**src/rtl/stream_mux_rr_if.sv**
```systemverilog
// Bundle of the mux's N_CH valid/ready/last input channels and its single output stream.
// The master side drives the inputs and out_ready. The slave side is the mux itself.
interface stream_mux_rr_if #(
   parameter int unsigned N_CH   = 4,
   parameter int unsigned DATA_W = 8
);
   localparam int unsigned SEL_W = $clog2(N_CH);

   logic [N_CH-1:0]        in_valid;
   logic [N_CH*DATA_W-1:0] in_data;
   logic [N_CH-1:0]        in_last;
   logic [N_CH-1:0]        in_ready;
   logic                   out_valid;
   logic [DATA_W-1:0]      out_data;
   logic                   out_last;
   logic [SEL_W-1:0]       out_sel;
   logic                   out_ready;

   modport master (
      output in_valid, in_data, in_last, out_ready,
      input  in_ready, out_valid, out_data, out_last, out_sel
   );

   modport slave (
      input  in_valid, in_data, in_last, out_ready,
      output in_ready, out_valid, out_data, out_last, out_sel
   );
endinterface

```
**src/rtl/stream_mux_rr.sv**
```systemverilog
// N-channel packet stream mux: grants one channel for a whole packet and drives a registered output.
// Define STREAM_MUX_FIXED_PRIO_EN to use fixed priority (lowest index wins) instead of round-robin.
module stream_mux_rr #(
   parameter int unsigned N_CH   = 4,
   parameter int unsigned DATA_W = 8
) (
   input logic           clk,
   input logic           rst,
   stream_mux_rr_if.slave io_bus
);
   localparam int unsigned SEL_W = $clog2(N_CH);

   typedef enum logic {StIdle, StLock} state_t;

   state_t            r_state;
   state_t            w_state_next;
   logic [SEL_W-1:0]  r_grant;
   logic [SEL_W-1:0]  w_grant_next;
   logic [SEL_W-1:0]  w_pick;

   logic              r_out_valid;
   logic [DATA_W-1:0] r_out_data;
   logic              r_out_last;
   logic [SEL_W-1:0]  r_out_sel;

   logic              w_any_valid;
   logic              w_out_free;
   logic              w_take;
   logic              w_grant_valid;
   logic              w_grant_last;
   logic [DATA_W-1:0] w_grant_data;
   logic [N_CH-1:0]   w_in_ready;

   assign w_any_valid   = |io_bus.in_valid;
   assign w_out_free    = !r_out_valid || io_bus.out_ready;
   assign w_grant_valid = io_bus.in_valid[r_grant];
   assign w_grant_last  = io_bus.in_last[r_grant];
   assign w_grant_data  = DATA_W'(io_bus.in_data >> (r_grant * DATA_W));
   assign w_in_ready    = (r_state == StLock && w_out_free) ? (N_CH'(1) << r_grant) : '0;
   assign w_take        = (r_state == StLock) && w_grant_valid && w_out_free;

`ifdef STREAM_MUX_FIXED_PRIO_EN
   // Descending scan so the lowest asserted index is written last and wins.
   always_comb begin
      w_pick = '0;
      for (int unsigned i = N_CH; i > 0; i--) begin
         if (io_bus.in_valid[SEL_W'(i - 1)]) w_pick = SEL_W'(i - 1);
      end
   end
`else
   logic [SEL_W-1:0] r_last_grant;
   logic [SEL_W-1:0] w_idx;

   // Scan offsets N_CH..1 so offset 1 (just after last_grant) is written last and wins;
   // offset N_CH is last_grant itself, the lowest priority.
   always_comb begin
      w_pick = r_last_grant;
      w_idx  = '0;
      for (int unsigned k = N_CH; k > 0; k--) begin
         w_idx = SEL_W'((32'(r_last_grant) + k) % N_CH);
         if (io_bus.in_valid[w_idx]) w_pick = w_idx;
      end
   end

   always_ff @(posedge clk or posedge rst) begin
      if (rst) begin
         r_last_grant <= SEL_W'(N_CH - 1);
      end else if (w_take && w_grant_last) begin
         r_last_grant <= r_grant;
      end
   end
`endif

   always_comb begin
      w_state_next = r_state;
      w_grant_next = r_grant;
      unique case (r_state)
         StIdle: begin
            if (w_any_valid) begin
               w_state_next = StLock;
               w_grant_next = w_pick;
            end
         end
         StLock: begin
            if (w_take && w_grant_last) w_state_next = StIdle;
         end
         default: w_state_next = StIdle;
      endcase
   end

   always_ff @(posedge clk or posedge rst) begin
      if (rst) begin
         r_state     <= StIdle;
         r_grant     <= '0;
         r_out_valid <= 1'b0;
         r_out_data  <= '0;
         r_out_last  <= 1'b0;
         r_out_sel   <= '0;
      end else begin
         r_state <= w_state_next;
         r_grant <= w_grant_next;
         if (w_take) begin
            r_out_valid <= 1'b1;
            r_out_data  <= w_grant_data;
            r_out_last  <= w_grant_last;
            r_out_sel   <= r_grant;
         end else if (io_bus.out_ready) begin
            r_out_valid <= 1'b0;
         end
      end
   end

   assign io_bus.in_ready  = w_in_ready;
   assign io_bus.out_valid = r_out_valid;
   assign io_bus.out_data  = r_out_data;
   assign io_bus.out_last  = r_out_last;
   assign io_bus.out_sel   = r_out_sel;
endmodule
```
**src/flat_wrapper.sv**
```systemverilog
// flat-port wrapper written by rule: the top's interface ports become plain ports
module stream_mux_rr_flat 
#(
   parameter int unsigned N_CH   = 4,
   parameter int unsigned DATA_W = 8
)
  (clk, rst, io_bus_in_valid, io_bus_in_data, io_bus_in_last, io_bus_out_ready, io_bus_in_ready, io_bus_out_valid, io_bus_out_data, io_bus_out_last, io_bus_out_sel);
  stream_mux_rr_if #(.N_CH(N_CH), .DATA_W(DATA_W)) io_bus_i ();
  input logic clk;
  input logic rst;
  input wire logic [$bits(io_bus_i.in_valid)-1:0] io_bus_in_valid;
  input wire logic [$bits(io_bus_i.in_data)-1:0] io_bus_in_data;
  input wire logic [$bits(io_bus_i.in_last)-1:0] io_bus_in_last;
  input wire logic [$bits(io_bus_i.out_ready)-1:0] io_bus_out_ready;
  output wire logic [$bits(io_bus_i.in_ready)-1:0] io_bus_in_ready;
  output wire logic [$bits(io_bus_i.out_valid)-1:0] io_bus_out_valid;
  output wire logic [$bits(io_bus_i.out_data)-1:0] io_bus_out_data;
  output wire logic [$bits(io_bus_i.out_last)-1:0] io_bus_out_last;
  output wire logic [$bits(io_bus_i.out_sel)-1:0] io_bus_out_sel;
  assign io_bus_i.in_valid = io_bus_in_valid;
  assign io_bus_i.in_data = io_bus_in_data;
  assign io_bus_i.in_last = io_bus_in_last;
  assign io_bus_i.out_ready = io_bus_out_ready;
  assign io_bus_in_ready = io_bus_i.in_ready;
  assign io_bus_out_valid = io_bus_i.out_valid;
  assign io_bus_out_data = io_bus_i.out_data;
  assign io_bus_out_last = io_bus_i.out_last;
  assign io_bus_out_sel = io_bus_i.out_sel;
  stream_mux_rr #(.N_CH(N_CH), .DATA_W(DATA_W)) u_core (.clk(clk), .rst(rst), .io_bus(io_bus_i));
endmodule
```
**config.mk**
```make
export PLATFORM = sky130hd
export DESIGN_NAME = stream_mux_rr_flat
export DESIGN_NICKNAME = d
export VERILOG_FILES = /design/src/rtl/stream_mux_rr_if.sv /design/src/rtl/stream_mux_rr.sv /design/src/flat_wrapper.sv
export SDC_FILE = /design/constraint.sdc
export NUM_CORES = 1
export LEC_CHECK = 0
export BUFFER_PORTS_ARGS = -buffer_cell sky130_fd_sc_hd__clkbuf_2
export CAP_MARGIN = 10
export CORE_MARGIN = 2
export CORE_UTILIZATION = 47
export CTS_CLUSTER_DIAMETER = 150
export DETAILED_ROUTE_END_ITERATION = 7
export PLACE_DENSITY_LB_ADDON = 0.2
export SLEW_MARGIN = 20
export SYNTH_ARGS = -nofsm -noshare
export SYNTH_HDL_FRONTEND = slang
export SYNTH_SLANG_ARGS = --single-unit
```
**constraint.sdc**
```tcl
create_clock -name clk -period 2.5 [get_ports clk]
set_input_delay 0.25 -clock clk [delete_from_list [all_inputs] [get_ports clk]]
set_output_delay 0.25 -clock clk [all_outputs]
set_load 0.02 [all_outputs]
```
## Word level (Yosys, flattened, before mapping)

Index checks and enable logic that the tools add are counted.

| word-level totals | value |
|---|---|
| logic and storage cells | 50 |
| bits in registers | 17 |
| output and inout port bits | 16 |

| cells by class | value |
|---|---|
| shifts and indexed selects | 2 |
| add/sub/neg operators | 4 |
| reduce and logical (&&, ||, !) cells | 9 |
| order comparisons | 5 |
| bitwise gates (word level) | 1 |
| multiplexer cells | 22 |

Operators by type and width:

| operator | count |
|---|---|
| $shr A32 B5 Y8 | 1 |
| $lt A2 B3 Y1 const B | 5 |
| $bmux W1 S2 | 6 |
| $mux W1 | 10 |
| $mux W2 | 4 |
| $add A2 B1 Y2 const B | 2 |
| $add A2 B2 Y2 const B | 2 |
| $logic_and A1 B1 Y1 | 4 |
| $mux W4 | 1 |
| $reduce_or A4 Y1 | 1 |
| $shl A1 B2 Y4 const A | 1 |
| $pmux W1 S2 | 1 |
| $reduce_and A2 Y1 | 1 |
| $reduce_bool A2 Y1 | 1 |
| $logic_not A1 Y1 | 1 |
| $logic_or A1 B1 Y1 | 1 |
| $not A1 Y1 | 1 |

## Longest topological paths before layout

Gate-level depths: netlist of run 1.

| logic depth | value |
|---|---|
| word-level depth | 7 |
| mapped depth | 5 |

## Worst setup path after synthesis of run 1

No wires, ideal clock.

| timing path | value |
|---|---|
| path type | flip-flop to flip-flop |
| start point | reg u_core.r_grant[1] |
| end point | reg u_core.r_out_data[2] (netlist: u_core.io_bus.out_data[2]) |
| period minus slack after synthesis | 1.614 ns |
| setup time | 0.125 ns |
| required time | 2.375 ns |
| slack | 0.886 ns |
| arrival time | 1.489 ns |
| cell stages (with the launch flop) | 6 |
| cell sequence | dfrtp_1 buf_6 mux4_2 nand3_2 buf_12 mux2_4 |

| on the way | value |
|---|---|
| longest elaborated chain between the ends | 4 |
| elaborated cells between the ends (all ways) | 5 |
| those cells by class | shift: 1; mux: 2; reduce/logical: 2 |

Ends and longest elaborated chain:

| item | line | text |
|---|---|---|
| from (decl) | stream_mux_rr.sv:17 | `logic [SEL_W-1:0] r_grant;` |
| from (signal assigned) | stream_mux_rr.sv:101 | `r_grant <= w_grant_next;` |
| branches (longest 4 deep; another with $shr A32 B5 Y8) | -- |  |
| to (signal assigned) | stream_mux_rr.sv:104 | `r_out_data <= w_grant_data;` |
| to (decl) | stream_mux_rr.sv:22 | `logic [DATA_W-1:0] r_out_data;` |

Parallel ways; which one is timed is not known. The select of a mux whose other input is x is not followed.
A chain may end at the register's enable or synchronous reset.

## Final worst setup path of run 1

| timing path | value |
|---|---|
| start point | reg u_core.r_grant[0] |
| end point | out io_bus_in_ready[1] |

| on the way | value |
|---|---|
| longest elaborated chain between the ends | 2 |

Ends and longest elaborated chain:

| item | line | text |
|---|---|---|
| $shl A1 B2 Y4 | stream_mux_rr.sv:39 | `assign w_in_ready = (r_state == StLock && w_out_free) ? (N_CH'(1) << r_grant) : '0;` |
| $mux W4 | stream_mux_rr.sv:39 |  |
| to (decl) | flat_wrapper.sv:15 | `output wire logic [$bits(io_bus_i.in_ready)-1:0] io_bus_in_ready;` |

No other way between the ends.

==> summary.md, run 1 <==
| Metric | Value |
|---|---|
| Slew Limit Fails | 0 |
| Mapped Cells | a little under 80 |
| CP Capture Type | output pin |
| Dpl ws | a little under 800 ps |
| Worst Path Arrival | ~1600 ps |
| # DRC | 0 |
| Starting Density | about half |
| CTS root buffer | clkbuf_4 |
| Fmax achieved | 0.548 GHz |
| Area leader, netlist | dfrtp_1 |
| Setup violations, final | 0 |
| Period utilisation layout | between 70% and 80% |
| Crit path largest cell delay | 520 ps |
| Width of the die | between 50 and 60 um |
| Metal3 WL | 154 um |
| Final #Nets | between 150 and 200 |
| Clk_skew | approximately 1.4 ps |
| WL final | approximately 2300 um |
| Number of diodes | 0 |
| Port Buf Inserts | between 50 and 60 |
| Footprint of the multi-input gates | 581 sq um |
| Number of buffers created by CTS | 3 |
| Iteration-0 DRC count of the detailed router | 15 |
| Register Area | between 400 and 500 sq um |
| WP buf/inv | 3 |
| Most frequent cell after synthesis | dfrtp_1 |
| Hold-fix buffers, CTS | 0 |
| P&R area growth vs syn | 29.6% |
| Register clock-pin slew on the reported worst setup and hold paths | about 100 ps |
| H-Tree Depth | 1 |
| All-layer global routing usage | a little under 20% |
| Unrepaired setup endpoints after global routing | no |
| Register area share after synthesis | between 30% and 40% |
| Share of the synthesized area in the top cell type | 35.0% |
| Synth Cell Area | between 1000 and 1500 sq um |
| Asr flop ratio synth | 100% |
| Relative slew slack | between 50% and 60% |
| Status | finished clean |
| Share of layout cells above drive strength 1 | 65.7% |
| FP Rows | 17 |
| Slowest-stage cell, CP | dfrtp_1 |
| CP startpoint kind | register |
| Area of the core | approximately 2200 sq um |
| Routed length on met1 | just over 900 um |
| Post-DRT Antenna Nets | 0 |
| Number of fill cells in the layout | 193 |
| Warnings from Yosys | 0 |
| Peak VDD IR | between 900 and 1000 uV |
| Register bit total from synthesis | 17 |
| Die height | between 50 and 60 um |
| Synth top cells by count | dfrtp_1 (15), mux4_2 (9), mux2_4 (7) |
| Critical Path, Cell by Cell | buf_4, inv_1, nor3_1, clkbuf_2 |
| Resized cells post-CTS | 0 |
| Crit Path Max Fanout | 10 |
| CTS tree | built |
| Actual slew at the worst max-slew pin | ~660 ps |
| Synth Flop Type | dfrtp_1 |
| Syn_nets | approximately 120 |
| Uppermost layer routed | met3 |
| # clock sinks | 17 |
| WS Path Type | register to output pin |
| Routed wl met2 | between 1000 and 1500 um |
| First-pass GRT wire length | between 3000 and 4000 um |
| Fin worst setup slack | between 600 and 700 ps |
| Clock Tree Buf Depth | 2 |
| Yosys cell types | 30 |
| Vias per cell | between 5 and 6 |
| Detailed placement HPWL | 1850 um |
| Design Power | between 1500 and 2000 uW |
| Post-route minimum period | 1830 ps |
| Number of global-route vias before repair | approximately 860 |
| Area contributors post-synth | dfrtp_1 (35%), mux4_2 (19%), mux2_4 (9.8%), dfstp_2 (4.9%), mux2_2 (3.2%) |
| Max-cap violations | 0 |
| Post-Route Setup TNS | 0 ps |
| Worst Path Required | 2250 ps |
| Kind of cell adding the most delay to the critical path | buffers and inverters |
| Gr ovfl total | 0 |
| Hold_ws | 17.6 ps |
| DR WL/cell | 14.1 um |
| Largest net degree at the start of global routing | 18 |
| Die ar. | ~2700 sq um |
| Placer Congestion | about 0.83 |
| Power density over the cells | between 1000 and 1500 nW/um^2 |
| Post-CTS setup buffer count | 0 |
| Worst min path class | primary input to asynchronous set/reset pin |
| Worst-Skew Late Latency | a little under 300 ps |
| Post-layout util | a little under two thirds |
| Final hold viol count | 0 |
| Syn Area/Cell | 13.7 sq um |
| DR pass1 iterations | 4 |
| Vias post-DR | between 900 and 1k |
| # IOs | slightly below 60 |
| Post-synth EDFFs | 0 |
| Initial antenna violation count | 0 |
| P_leak | 0.000712 uW |
## registers in the layout, indices dropped and copies added, names as in the netlist
register and flops:
u_core.r_grant 2, u_core.r_state 1, u_core.io_bus.out_sel 2, u_core.io_bus.out_data 8
u_core.r_last_grant 2, u_core.io_bus.out_last 1, u_core.io_bus.out_valid 1
## cell usage in the layout, fill, tap and decap left out, drive strengths merged, types with 3 or more instances in the layout
cell type	netlist	routed
clkbuf	0	61
dfrtp	15	15
inv	3	3
mux2	10	10
mux4	10	10
nand2	4	4
nand2b	4	4
nor3	3	3
o21ai	3	3
## final timing paths
path,start,slack [ps],end,depth (start not counted)
max,u_core.r_grant[0],670,io_bus_in_ready[1],4
min,rst,20,u_core.io_bus.out_data[6],2
max reg2reg,u_core.r_grant[0],800,u_core.io_bus.out_data[3],3
min reg2reg,u_core.io_bus.out_last,500,u_core.io_bus.out_last,1
max in group asynchronous,rst,2060,u_core.io_bus.out_data[5],2
min in group clk,io_bus_in_valid[2],340,u_core.io_bus.out_sel[1],3
## worst reg2reg max path, delay by kind of cell (launching register included)
family   cells  cell delay, ps
mux          2             810
flops        1             520
buf+inv      1             270
## cell type report
class                      count  share of cell area [%]
multi-input combinational     53                    41.8
sequential                    17                    30.8
timing repair buffer          60                    22.0
tap                           28                    2.52
clock buffer                   3                    1.62
inverter                       3                   0.812
clock inverter                 1                   0.361
## where the power goes
| part | switching, uW | internal (uW) |
|---|---|---|
| combinational | 497 | 538 |
| sequential | 115 | 430 |
| clock | 85.9 | 59.5 |
## kinds of logic (layout without fill, tap and decap cells)
family	after synthesis	after routing	share of synthesized area [%]
multiplexers	22	22	36.2
buffers and inverters	8	67	5.84
AND/OR/NAND/NOR	19	19	9.70
flip-flops	17	17	40.0
AO/OA/AOI/OAI	12	12	8.29
## stage by stage
stage / instance area (sq um) / instances
after floorplan: 1070 / 78
after global placement: 1360 / 161
after detailed placement: 1360 / 161
after CTS: 1390 / 165
after global routing: 1390 / 165
final: 1390 / 165
## routing by layer
layer | vias up | GRT usage [%]
li1 | 419 | -
met1 | 449 | 23.3
met2 | 37 | 35.9
met3 | 0 | 5.46
met4 | 0 | 3.95
met5 | - | 0
Note: power is estimated with default switching activity, not from simulation.
==> run 2, diff against run 1 <==
--- a/config.mk
+++ b/config.mk
@@ -8,7 +8,7 @@
 export BUFFER_PORTS_ARGS = -buffer_cell sky130_fd_sc_hd__clkbuf_2
 export CAP_MARGIN = 10
 export CORE_MARGIN = 2
-export CORE_UTILIZATION = 47
+export CORE_UTILIZATION = 44
 export CTS_CLUSTER_DIAMETER = 150
 export DETAILED_ROUTE_END_ITERATION = 7
 export PLACE_DENSITY_LB_ADDON = 0.2
==> constraint.sdc (replaced) <==
create_clock -name clk -period 1.9 [get_ports clk]
set_input_delay 0.19 -clock clk [delete_from_list [all_inputs] [get_ports clk]]
set_output_delay 0.19 -clock clk [all_outputs]
set_load 0.02 [all_outputs]
==> summary.md, run 2 (synthesized netlist as in run 1, its figures left out) <==
| Metric | Value |
|---|---|
| Worst-Skew Late Latency | 290 ps (about the same) |
| Unrepaired setup endpoints after global routing | no |
| Power density over the cells | 1640 nW/um^2 (+32%) |
| Relative slew slack | 56.7% (+0.67 points) |
| Placed cells | 162 (+0.62%) |
| Initial antenna violation count | 0 (unchanged) |
| Number of global-route vias before repair | 892 (+3.5%) |
| Post-CTS setup buffer count | 0 (unchanged) |
| Share of layout cells above drive strength 1 | 64.7% (-0.95 points) |
| Peak VDD IR | 877 uV (-3.6%) |
| Register clock-pin slew on the reported worst setup and hold paths | 100 ps (about the same) |
| Finished Layout Cells | 167 (+1.2%) |
| Most frequent cells in the layout | clkbuf_2 (58), dfrtp_1 (15), mux4_2 (9) |
| Clock Tree Buf Depth | 2 (unchanged) |
| Number of fill cells in the layout | 199 (+3.1%) |
| # clock sinks | 17 (unchanged) |
| Die ar. | 2840 sq um (+6.3%) |
| Post-DRT Antenna Nets | 0 (unchanged) |
| Number of diodes | 0 (unchanged) |
| Number of buffers created by CTS | 3 (unchanged) |
| Slew Limit Fails | 0 (unchanged) |
| WS Path Type | register to register |
| Status | finished clean |
| Period utilisation layout | around nine tenths |
| WL final | 2510 um (+8.0%) |
| Largest register FFs | 8 (unchanged) |
| Clk_skew | 1.93 ps (+0.517 ps) |
| Final hold viol count | 0 (unchanged) |
| Vias per cell | 5.31 (-3.3%) |
| Fin worst setup slack | 202 ps (-473 ps) |
| Starting Density | 47.5% (-1.4 points) |
| H-Tree Depth | 1 (unchanged) |
| Worst min path class | primary input to register |
| Placer Congestion | 0.845 (+2.4%) |
| Width of the die | 53.3 um (+3.1%) |
| DR WL/cell | 15.0 um (+6.8%) |
| P_leak | 0.000718 uW (+0.86%) |
| Dpl ws | 214 ps (-578 ps) |
| Worst Path Arrival | 1880 ps (+300 ps) |
| Area of the core | 2250 sq um (+2.9%) |
| Vias post-DR | 886 (-2.1%) |
| # IOs | 59 (unchanged) |
| Fmax achieved | about 0.59 GHz |
| Most common cell after layout, fill and taps aside | clkbuf_2 |
| Max-cap violations | 0 (unchanged) |
| Worst Min Path Start | io_bus_in_valid[2] |
| CTS root buffer | clkbuf_4 |
| Die height | 53.3 um (+3.1%) |
| Gr ovfl total | 0 (unchanged) |
| All-layer global routing usage | 20.0% (+0.26 points) |
| FF-to-FF Start | u_core.r_grant[1] |
| Final #Nets | 183 (+1.1%) |
| # DRC | 0 (unchanged) |
| CP startpoint kind | register |
| Crit Path Max Fanout | 12 (+2) |
| Largest net degree at the start of global routing | 18 (unchanged) |
| P&R area growth vs syn | 31.1% |
| Post-Route Setup TNS | 0 ps (unchanged) |
| CTS tree | built |
| Worst Setup SP | u_core.r_grant[1] |
| Hold-fix buffers, CTS | 1 (+1) |
| Actual slew at the worst max-slew pin | 649 ps (-10.0 ps) |
| FP Rows | 17 (unchanged) |
| CP Capture Type | register |
| Worst Path Required | 2080 ps (-170 ps) |
| Post-route minimum period | roughly 1700 ps |
| Resized cells post-CTS | 0 (unchanged) |
| Port Buf Inserts | 58 (unchanged) |
| Iteration-0 DRC count of the detailed router | 15 (unchanged) |
| DR pass1 iterations | 4 (unchanged) |
| Setup violations, final | 0 (unchanged) |
| First-pass GRT wire length | 4020 um (+3.6%) |
run 2: through the flow:
stage / power, uW / instance area (sq um) / utilization, % / hold WS, ps
floorplan: 1820 / 1070 / - / 115
global placement: 2080 / 1370 / 60.7 / 284
detailed placement: 2120 / 1370 / 60.7 / 288
CTS: 2330 / 1400 / 62.3 / 285
global route: 2470 / 1400 / 62.3 / 308
finish: 2300 / 1400 / 62.3 / 290
run 2: critical path, cell delays in order (launching register included):
cell     delay [ps]
dfrtp_1         380
mux4_2          520
nand3_2         300
mux2_2          380
run 2: final cells by class:
type | count | area, sq um | share of cell area, %
multi-input combinational | 53 | 581 | 41.4
sequential | 17 | 428 | 30.5
timing repair buffer | 62 | 323 | 23.0
tap | 28 | 35.0 | 2.50
clock buffer | 4 | 26.3 | 1.87
inverter | 3 | 11.3 | 0.802
run 2: final timing paths:
kind / endpoint / slack, ps / cells after the start
min in group asynchronous: u_core.io_bus.out_data[6] / 510 / 3
max in group asynchronous: u_core.io_bus.out_valid / 980 / 3
worst min register to register: u_core.io_bus.out_last / 500 / 1
worst min-delay path: u_core.io_bus.out_sel[1] / 290 / 3
worst max register to register: u_core.io_bus.out_data[1] / 200 / 3
worst max-delay path: u_core.io_bus.out_data[1] / 200 / 3
run 2: where the power goes:
group / switching, uW / internal, uW / leakage, uW
Combinational: 678 / 724 / 0.000507
Sequential: 141 / 566 / 0.000197
Clock: 114 / 81.6 / 0.0000150
Total: 933 / 1370 / 0.000718
run 2: per-layer routing:
metal | global-route usage [%] | up-vias | part of all wire [%]
met5 | 0 | - | 0
li1 | - | 420 | -
met3 | 2.54 | 4 | 3.6
met4 | 8.97 | 0 | 1.3
met2 | 36.0 | 24 | 54
met1 | 23.3 | 438 | 41
